**config.mk**
```make
export PLATFORM = sky130hd
export DESIGN_NAME = mac_pe_os_mk2
export DESIGN_NICKNAME = d
export VERILOG_FILES = /design/src/rtl/mac_os_pkg.sv /design/src/rtl/mac_pe_os_mk2_mul.sv /design/src/rtl/mac_pe_os_mk2.sv
export SDC_FILE = /design/constraint.sdc
export NUM_CORES = 1
export LEC_CHECK = 0
export CAP_MARGIN = 20
export CORE_ASPECT_RATIO = 1.2
export CORE_MARGIN = 10
export CORE_UTILIZATION = 50
export CTS_BUF_LIST = sky130_fd_sc_hd__clkbuf_16
export DETAILED_ROUTE_END_ITERATION = 16
export PLACE_DENSITY = 0.79
export SETUP_SLACK_MARGIN = 0.3
export SLEW_MARGIN = 30
export SYNTH_ARGS = -nofsm -noshare
export SYNTH_HDL_FRONTEND = slang
export SYNTH_SLANG_ARGS = --single-unit
```
**constraint.sdc**
```tcl
create_clock -name clk -period 9.9 [get_ports clk]
set_clock_uncertainty 0.2 [all_clocks]
set_input_delay 1.485 -clock clk [delete_from_list [all_inputs] [get_ports clk]]
set_output_delay 1.485 -clock clk [all_outputs]
set_load 0.01 [all_outputs]
```
**src/rtl/mac_os_pkg.sv**
```systemverilog
// Shared widths, saturation limits and accumulate-mode encoding for the
// output-stationary MAC processing element.
package mac_os_pkg;

  localparam int MAX_W = 64;

  typedef enum logic {
    ACC_WRAP = 1'b0,
    ACC_SAT  = 1'b1
  } acc_mode_e;

  function automatic int clog2_w(input int n);
    return (n <= 1) ? 0 : $clog2(n);
  endfunction

  // Operands are widened by one bit so signed and unsigned share one multiplier.
  function automatic int prod_w(input int ip_w);
    return 2 * ip_w + 2;
  endfunction

  function automatic int sum_w(input int ip_w, input int lanes);
    return prod_w(ip_w) + clog2_w(lanes);
  endfunction

  // Upper (hi=1) or lower (hi=0) representable accumulator value.
  function automatic logic signed [MAX_W+1:0] sat_limit(input int op_w, input logic uns,
                                                       input logic hi);
    logic signed [MAX_W+1:0] one;
    one = (MAX_W + 2)'(1);
    if (uns) return hi ? (one <<< op_w) - one : '0;
    return hi ? (one <<< (op_w - 1)) - one : -(one <<< (op_w - 1));
  endfunction

endpackage

```
**src/rtl/mac_pe_os_mk2_mul.sv**
```systemverilog
// One lane: operand extension, signed multiply and MUL_STAGES product
// registers; products of invalid beats enter the pipe as zero.
module mac_lane_mul_pipe
  import mac_os_pkg::*;
#(
  parameter int IP_W       = 8,
  parameter int MUL_STAGES = 2
) (
  input  logic                           clk,
  input  logic                           rst,
  input  logic                           vld,
  input  logic                           uns,
  input  logic [IP_W-1:0]                x,
  input  logic [IP_W-1:0]                w,
  output logic signed [prod_w(IP_W)-1:0] prod
);

  localparam int PW = prod_w(IP_W);

  logic signed [PW-1:0] xe, we, prod_c;
  logic signed [PW-1:0] pipe [MUL_STAGES];

  assign xe     = PW'($signed({~uns & x[IP_W-1], x}));
  assign we     = PW'($signed({~uns & w[IP_W-1], w}));
  assign prod_c = xe * we;

  always_ff @(posedge clk) begin
    if (rst) begin
      for (int i = 0; i < MUL_STAGES; i++) pipe[i] <= '0;
    end else begin
      pipe[0] <= vld ? prod_c : '0;
      for (int i = 1; i < MUL_STAGES; i++) pipe[i] <= pipe[i-1];
    end
  end

  assign prod = pipe[MUL_STAGES-1];

endmodule

```
**src/rtl/mac_pe_os_mk2.sv**
```systemverilog
// Output-stationary systolic PE: LANES-wide dot product per beat, wrap or
// saturating accumulate, and a chained drain register for finished tiles.
module mac_pe_os_mk2
  import mac_os_pkg::*;
#(
  parameter int IP_W           = 8,
  parameter int LANES          = 1,
  parameter int OP_W           = 48,
  parameter int MUL_STAGES     = 2,
  parameter int CLR_LOAD_FIRST = 1
) (
  input  logic                  clk,
  input  logic                  rst,
  input  logic                  en_in,
  input  logic                  clr_in,
  output logic                  en_out,
  output logic                  clr_out,
  input  logic [LANES*IP_W-1:0] x_in,
  input  logic [LANES*IP_W-1:0] w_in,
  output logic [LANES*IP_W-1:0] x_out,
  output logic [LANES*IP_W-1:0] w_out,
  input  logic                  uns_mode,
  input  logic                  sat_mode,
  output logic [OP_W-1:0]       mac_out,
  output logic                  ovf,
  input  logic                  shift_en,
  input  logic                  dr_vld_in,
  input  logic [OP_W-1:0]       dr_data_in,
  output logic                  dr_vld_out,
  output logic [OP_W-1:0]       dr_data_out,
  output logic                  dr_err
);

  localparam int PW = prod_w(IP_W);
  localparam int SW = sum_w(IP_W, LANES);
  localparam int TW = OP_W + 2;

  // en_in is a pure valid strobe: every beat presented with en_in=1 is taken,
  // there is no ready/backpressure path.
  logic [LANES*IP_W-1:0] x_s1, w_s1;
  logic                  en_s1, clr_s1;
  logic                  vld_p [MUL_STAGES];
  logic                  clr_p [MUL_STAGES];
  logic signed [PW-1:0]  lane_p [LANES];
  logic                  vld_a, clr_a;
  logic signed [SW-1:0]  lane_sum;
  logic signed [TW-1:0]  sum_ext, acc_ext, t, lim_hi, lim_lo;
  logic                  ovf_now, capture;
  logic [OP_W-1:0]       acc, acc_nxt, dr_data;
  logic                  ovf_q, seen_clr, dr_vld, dr_err_q;
  acc_mode_e             mode;

  // S1 doubles as the neighbour forwarding register.
  always_ff @(posedge clk) begin
    if (rst) begin
      x_s1   <= '0;
      w_s1   <= '0;
      en_s1  <= 1'b0;
      clr_s1 <= 1'b0;
    end else begin
      x_s1   <= x_in;
      w_s1   <= w_in;
      en_s1  <= en_in;
      clr_s1 <= en_in & clr_in;
    end
  end

  for (genvar k = 0; k < LANES; k++) begin : g_lane
    mac_lane_mul_pipe #(
      .IP_W      (IP_W),
      .MUL_STAGES(MUL_STAGES)
    ) u_mul (
      .clk (clk),
      .rst (rst),
      .vld (en_s1),
      .uns (uns_mode),
      .x   (x_s1[k*IP_W +: IP_W]),
      .w   (w_s1[k*IP_W +: IP_W]),
      .prod(lane_p[k])
    );
  end

  always_ff @(posedge clk) begin
    if (rst) begin
      for (int i = 0; i < MUL_STAGES; i++) begin
        vld_p[i] <= 1'b0;
        clr_p[i] <= 1'b0;
      end
    end else begin
      vld_p[0] <= en_s1;
      clr_p[0] <= clr_s1;
      for (int i = 1; i < MUL_STAGES; i++) begin
        vld_p[i] <= vld_p[i-1];
        clr_p[i] <= clr_p[i-1];
      end
    end
  end

  assign vld_a   = vld_p[MUL_STAGES-1];
  assign clr_a   = clr_p[MUL_STAGES-1];
  assign mode    = sat_mode ? ACC_SAT : ACC_WRAP;
  assign capture = vld_a & clr_a & seen_clr;

  always_comb begin
    lane_sum = '0;
    for (int k = 0; k < LANES; k++) lane_sum = lane_sum + SW'(lane_p[k]);
  end

  // t carries two guard bits so it holds acc+sum exactly in either mode.
  always_comb begin
    sum_ext = TW'(lane_sum);
    acc_ext = uns_mode ? {2'b00, acc} : {{2{acc[OP_W-1]}}, acc};
    lim_hi  = TW'(sat_limit(OP_W, uns_mode, 1'b1));
    lim_lo  = TW'(sat_limit(OP_W, uns_mode, 1'b0));
    if (clr_a) t = (CLR_LOAD_FIRST != 0) ? sum_ext : '0;
    else       t = acc_ext + sum_ext;
    ovf_now = (t > lim_hi) || (t < lim_lo);
    acc_nxt = t[OP_W-1:0];
    if (ovf_now && mode == ACC_SAT) acc_nxt = (t > lim_hi) ? lim_hi[OP_W-1:0] : lim_lo[OP_W-1:0];
  end

  always_ff @(posedge clk) begin
    if (rst) begin
      acc      <= '0;
      ovf_q    <= 1'b0;
      seen_clr <= 1'b0;
      dr_data  <= '0;
      dr_vld   <= 1'b0;
      dr_err_q <= 1'b0;
    end else begin
      if (vld_a) begin
        acc   <= acc_nxt;
        ovf_q <= clr_a ? ovf_now : (ovf_q | ovf_now);
        if (clr_a) seen_clr <= 1'b1;
      end
      // A capture beats a shift; losing upstream data or an unread result is an error.
      if (capture) begin
        dr_data <= acc;
        dr_vld  <= 1'b1;
        if (shift_en || dr_vld) dr_err_q <= 1'b1;
      end else if (shift_en) begin
        dr_data <= dr_data_in;
        dr_vld  <= dr_vld_in;
      end
    end
  end

  assign en_out      = en_s1;
  assign clr_out     = clr_s1;
  assign x_out       = x_s1;
  assign w_out       = w_s1;
  assign mac_out     = acc;
  assign ovf         = ovf_q;
  assign dr_vld_out  = dr_vld;
  assign dr_data_out = dr_data;
  assign dr_err      = dr_err_q;

endmodule

```
==> results of run 1 <==
[registers in the layout, summed over array words and instances (netlist names), 2 cells and up]
name	flops
dr_data_out	48
clr_p	2
vld_p	2
g_lane.u_mul.pipe	36
mac_out	48
w_out	8
x_out	8
[worst min path at each step]
stage / slack (ns) / endpoint / cells past startpoint / from
6_report: 0.23 / g_lane[0].u_mul.pipe[0][20] / 1 / g_lane[0].u_mul.pipe[0][2]
2_1_floorplan: 0.21 / clr_p[0][1] / 1 / clr_p[0][0]
4_1_cts: 0.24 / g_lane[0].u_mul.pipe[0][20] / 1 / g_lane[0].u_mul.pipe[0][2]
3_5_place_dp: 0.22 / g_lane[0].u_mul.pipe[0][20] / 1 / g_lane[0].u_mul.pipe[0][2]
3_3_place_gp: 0.22 / clr_p[0][1] / 1 / clr_p[0][0]
5_1_grt: 0.25 / vld_p[0][1] / 1 / vld_p[0][0]
[routing by layer]
layer  vias up  share of wire
li1       5561              -
met1      5539           0.38
met2       377           0.51
met3        78          0.070
met4         0          0.030
met5         -              0
[layout by cell type, fill, tap and decap left out, drive strengths merged, types with 6 or more instances in the layout]
| master | n |
|---|---|
| o211ai | 8 |
| and2 | 40 |
| a311oi | 48 |
| xnor2 | 30 |
| mux2 | 7 |
| a21oi | 86 |
| nor2b | 55 |
| clkinv | 7 |
| a211oi | 60 |
| nand3 | 21 |
| buf | 11 |
| o21a | 16 |
| nor3 | 17 |
| nor2 | 176 |
| dfxtp | 158 |
| a21o | 19 |
| fa | 72 |
| nand2b | 22 |
| mux2i | 62 |
| xor2 | 10 |
| o21ai | 62 |
| ha | 90 |
| nand2 | 145 |
| nand4 | 30 |
| clkdlybuf4s50 | 186 |
| a221oi | 6 |
| a211o | 7 |
| inv | 92 |
| o21bai | 10 |
| clkbuf | 17 |
[where the power goes]
part | total, mW | switching (mW) | leakage (nW) | internal [mW]
registers | 0.692 | 0.0280 | 1.29 | 0.664
logic | 0.350 | 0.182 | 4.84 | 0.168
clock network | 0.722 | 0.276 | 0.311 | 0.446
[layout make-up]
cell class | instances | area, um2 | area share
Inverter | 91 | 342 | 0.0224
Timing Repair Buffer | 197 | 1970 | 0.129
Clock buffer | 17 | 425 | 0.0280
Clock inverter | 15 | 219 | 0.0144
Sequential cell | 158 | 3170 | 0.208
Tap cell | 325 | 407 | 0.0267
Multi-Input combinational cell | 1168 | 8690 | 0.571
[Yosys cell counts, drive strengths merged, types with 4 or more instances]
master	number	area, um2
nor2	176	661
nor2b	55	344
xor2	10	87.6
inv	91	342
nand4	30	194
mux2	7	78.8
ha	90	1130
fa	72	1440
and4	4	36.3
o21ai	62	322
a221oi	6	58.8
nor4	4	25.0
o31ai	5	37.5
a211o	7	61.3
clkbuf	71	269
buf	27	154
o21a	16	120
and3	5	31.3
a21o	19	143
dfxtp	158	3160
and2	40	250
o211ai	8	60.1
a211oi	60	455
mux2i	62	621
o21bai	10	75.1
nand3	21	105
nor3	17	90.1
nand2b	22	138
or3	5	31.3
a311oi	48	420
nand2	145	544
xnor2	30	263
a21oi	86	438
[critical path, stage by stage]
cell and delay, ns:
clkdlybuf4s50_1 0.58, nor2b_1 0.64, nand2b_1 0.17, fa_1 0.53, fa_1 0.52, fa_1 0.54, inv_1 0.06, fa_1 0.50
fa_1 0.50, ha_1 0.33, a21oi_1 0.24, o21bai_1 0.09, a21oi_1 0.22, o21bai_1 0.10, a21oi_1 0.22, o21bai_1 0.11
a21oi_1 0.24, o21ai_0 0.15, xnor2_1 0.17, nor2_1 0.05
[kinds of logic (layout without fill, tap and decap cells)]
| logic type | after synthesis | after routing |
|---|---|---|
| simple gates | 535 | 535 |
| compound gates | 362 | 362 |
| buf+inv | 189 | 320 |
| fa+ha+maj | 162 | 162 |
| flops | 158 | 158 |
| mux | 69 | 69 |
| xor+xnor | 40 | 40 |
==> results.tsv, run 1 <==
stage	metric	value	unit
synthesis	yosysWarnings	0	
sta	fin_ws	2.59	ns
floorplanning	core	24800	um2
grt	gr-usage-met2	0.407	
power	p_leak	6.44	nW
final_layout	nets	1867	
setup_path	path_max_fanout	10	
sta	setup_viol	0	
synthesis	netlist_instances	1515	
synthesis	async_reset_ff_frac	0	
cts	cts_resized	0	
synthesis	synthMuxAreaShare	0.0555	
sta	rsz0062_at_grt	false	
final_layout	n_antenna_cell	0	
synthesis	ys_types	79	
sta	finalCriticalPeriod	7.31	ns
setup_path	start_kind	input port	
placed_design	place_area	14600	um2
final_layout	fin_area	15200	um2
grt	antenna_found_initial	0	
sta	fin_crit_sh	0.738	
synthesis	synthSimpleGateAreaFrac	0.201	
setup_path	rrSetupSlack	2.66	ns
route	vias_per_cell	5.86	
setup_path	reg2reg_depth	23	
route	postRouteAntennaNets	0	
cts	clk_pin_slew	0.07	ns
grt	met3_usage	0.0484	
synthesis	synth_top_family_by_area	adder cells	
synthesis	synth_edf_count	0	
placed_design	hpwl	28.9	mm
setup_path	rr_startpoint	g_lane[0].u_mul.pipe[0][35]	
power	worst_ir_drop_vdd	0.120	mV
route	wire_per_inst	18.7	um
sta	setup-tns-final	0	ns
grt	top_usage_layer	met2	
final_layout	fin_util	0.615	
final_layout	drive_gt1_frac	0.0450	
cts	clock_latency	0.44	ns
sta	slew_viol_final	0	
cts	clkSinkCount	158	
cts	ctsHoldBuffers	0	
synthesis	synth_compound_area_frac	0.200	
route	drtIter0Drc	725	
floorplanning	row_count	63	
floorplanning	dieArea	32000	um2
cts	htreeDepth	4	
sta	final_hold_viol_count	0	
final_layout	n_fill_cell	2191	
synthesis	ys_seq_elements	158	
setup_path	critPathLaunch	uns_mode	
final_layout	final_cells	1971	
placed_design	place_inst	1938	
power	power	1.77	mW
grt	grt_pass1_vias	11400	
floorplanning	io_pins	189	
setup_path	crit_required	10.02	ns
sta	slew_headroom	0.361	
cts	cts_setup_buffers	0	
synthesis	syn_area_per_cell	8.32	um2
route	drc	0	
grt	track_usage	0.226	
floorplanning	die-height	194	um
setup_path	cp-endpoint	g_lane[0].u_mul.pipe[0][17]	
cts	cts_root_buf	clkbuf_16	
placed_design	globalplace.congestion	0.976	
min_path	hp-class	register to register	
placed_design	post-place-ws	2.20	ns
floorplanning	start_util	0.509	
sta	max_freq	137	MHz
placed_design	port_buffers	188	
sta	tightest_slew	0.948	ns
power	p_per_area	116	nW/um2
route	vias	11600	
route	drt_pass1_iterations	8	
sta	hold-worst-slack	0.235	ns
synthesis	synth_ff_type	dfxtp_1	
cts	cts_tree	done	
route	wl	36.9	mm
synthesis	synth_seq_area_share	0.251	
grt	grt_use_met1	0.251	
synthesis	synth_area	12600	um2
grt	overflow	0	
grt	grt_max_degree	101	
status	status	finished, final reports clean	
final_layout	syn2layout_area_growth	20.7	%
synthesis	synth_xor_area_frac	0.0278	
floorplanning	fp.dieW	165	um
setup_path	r2r-end	mac_out[0]	
setup_path	crit_type	input port to register	
cts	ctsLongestPathBuffers	2	
cts	numCtsBuffers	17	
grt	grt_pass1_wl	59.1	mm
synthesis	syn_nets	1749	
run	max_cap_viol_count	0	
synthesis	yosys.area_share.adder	0.204	
setup_path	arrival	7.43	ns
setup_path	cp-end-kind	register	
Note: power is estimated with default switching activity, not from simulation.
==> run 2: changes to the inputs <==
--- a/config.mk
+++ b/config.mk
@@ -11,7 +11,7 @@
 export CORE_UTILIZATION = 50
 export CTS_BUF_LIST = sky130_fd_sc_hd__clkbuf_16
 export DETAILED_ROUTE_END_ITERATION = 16
-export PLACE_DENSITY = 0.79
+export PLACE_DENSITY = 0.82
 export SETUP_SLACK_MARGIN = 0.3
 export SLEW_MARGIN = 30
 export SYNTH_ARGS = -nofsm -noshare
==> constraint.sdc (replaced) <==
create_clock -name clk -period 6.1 [get_ports clk]
set_clock_uncertainty 0.2 [all_clocks]
set_input_delay 0.915 -clock clk [delete_from_list [all_inputs] [get_ports clk]]
set_output_delay 0.915 -clock clk [all_outputs]
set_load 0.01 [all_outputs]
==> results.tsv, run 2 (same netlist as run 1, synthesis figures left out) <==
stage	metric	value	unit
setup_path	arrival	5.99	ns
floorplanning	die-height	194	um
cts	ctsHoldBuffers	0	
final_layout	layout_common_cells	clkdlybuf4s50_1 (185), nor2_1 (174), dfxtp_1 (155), nand2_1 (144), buf_4 (140)	
grt	antenna_found_initial	0	
grt	grt_pass1_wl	66.8	mm
grt	grt_pass1_vias	12800	
floorplanning	start_util	0.509	
route	postRouteAntennaNets	0	
route	wire_per_inst	20.3	um
route	drt_pass1_iterations	5	
placed_design	globalplace.congestion	0.997	
sta	finalCriticalPeriod	5.84	ns
status	status	finished, final reports clean	
power	p_int	2.14	mW
sta	fin_ws	0.257	ns
setup_path	path_max_fanout	10	
sta	fin_crit_sh	0.958	
sta	slew_headroom	0.294	
power	power_switching	0.848	mW
final_layout	fin_util	0.685	
route	vias_per_cell	5.94	
route	wl	43.0	mm
grt	overflow	0	
sta	setup_viol	0	
route	drtIter0Drc	866	
final_layout	nets	2014	
grt	track_usage	0.258	
final_layout	syn2layout_area_growth	34.6	%
placed_design	port_buffers	188	
sta	max_freq	171	MHz
floorplanning	fp.dieW	165	um
cts	clk_pin_slew	0.06	ns
sta	final_hold_viol_count	0	
cts	ctsLongestPathBuffers	2	
setup_path	crit_type	register to register	
power	p_leak	7.28	nW
power	p_seq_frac	0.376	
route	vias	12600	
cts	numCtsBuffers	17	
setup_path	crit_required	6.24	ns
cts	cts_tree	done	
final_layout	drive_gt1_frac	0.157	
placed_design	post-place-ws	-0.286	ns
floorplanning	row_count	63	
run	max_cap_viol_count	0	
final_layout	mostFrequentLayoutCell	clkdlybuf4s50_1	
cts	clkSinkCount	158	
placed_design	place_inst	2066	
placed_design	hpwl	31.4	mm
setup_path	cp-end-kind	register	
floorplanning	io_pins	189	
floorplanning	dieArea	32000	um2
route	drc	0	
sta	slew_viol_final	0	
power	power_frac_clock	0.397	
setup_path	start_kind	register	
grt	grt_max_degree	72	
sta	tightest_slew	1.05	ns
sta	rsz0062_at_grt	true	
power	power	2.99	mW
final_layout	final_cells	2119	
cts	clock_latency	0.45	ns
sta	setup-tns-final	0	ns
floorplanning	core	24800	um2
power	p_per_area	176	nW/um2
power	worst_ir_drop_vdd	0.188	mV
min_path	hp-class	register to register	
power	pwr-share-comb	0.227	
cts	cts_root_buf	clkbuf_16	
cts	htreeDepth	4	
power	switching_share	0.284	
run 2: changes by cell type in the layout (fill, tap and decap cells not counted), sizes merged:
cell,delta
buf,+145
clkbuf,+2
inv,+2
clkdlybuf4s50,-1
clkinv,-1
clkinvlp,-1
diode,+1
dlygate4sd2,+1
run 2: critical path, stage by stage, from the launching register on:
cell and delay (ns):
dfxtp_2 0.35, buf_12 0.16, buf_12 0.16, ha_4 0.23
a21oi_4 0.17, o21a_1 0.15, a21oi_1 0.12, a221o_1 0.35
a21o_1 0.18, o21ai_1 0.12, nand2b_1 0.11, xnor2_1 0.17
o21ai_1 0.10, ha_1 0.31, inv_2 0.05, a31oi_4 0.15
buf_6 0.14, and4_1 0.16, nand4_1 0.10, or4_4 0.44
or4_4 0.52, nor4_4 0.17, buf_4 0.16, nand4_1 0.11
buf_4 0.20, buf_4 0.13, a221o_1 0.33, a31o_1 0.17
run 2: metrics by stage:
stage / cell area (um2) / hold slack (ns)
floorplan: 12600 / 0.214
global placement: 15500 / 0.216
detailed placement: 15600 / 0.225
CTS: 16700 / 0.240
global route: 17000 / 0.249
finish: 17000 / 0.236
run 2: area by class of cell:
cell class	instances	area (um2)
diodes	1	2.50
clock buffers	17	425
clock inverters	15	219
fillers	1925	7790
inverters	91	342
multi-input cells	1168	9140
flip-flops and latches	158	3170
well taps	325	407
repair buffers	344	3260
run 2: path summary, 6_finish.rpt:
kind                               startpoint                           to  slack [ns]  cells after the start
setup / recovery  g_lane[0].u_mul.pipe[0][35]                  mac_out[47]        0.26                     27
hold / removal     g_lane[0].u_mul.pipe[0][1]  g_lane[0].u_mul.pipe[0][19]        0.24                      1
setup reg to reg  g_lane[0].u_mul.pipe[0][35]                  mac_out[47]        0.26                     27
hold reg to reg    g_lane[0].u_mul.pipe[0][1]  g_lane[0].u_mul.pipe[0][19]        0.24                      1
run 2: timing repair:
| item | CTS | global route |
|---|---|---|
| buffers inserted | 12 | 2 |
| pin swaps | 25 | 7 |
| setup endpoints to repair | 52 | 52 |
| resized for setup | 59 | 35 |
| hold endpoints to repair | 0 | 0 |
| gates cloned | 4 | 2 |
run 2: power groups by stage:
stage / logic (mW) / clock network [mW] / registers [mW]
floorplan: 0.355 / 0 / 1.15
global placement: 0.601 / 0 / 1.14
detailed placement: 0.623 / 0 / 1.14
CTS: 0.653 / 1.20 / 1.12
global route: 0.740 / 1.24 / 1.13
finish: 0.677 / 1.19 / 1.12
run 2: metal layers:
layer / vias up / part of all wire / global-route usage
met5: - / 0 / 0
met4: 0 / 0.047 / 0.126
met3: 129 / 0.068 / 0.0559
met2: 553 / 0.51 / 0.455
met1: 6046 / 0.37 / 0.284
li1: 5859 / - / -
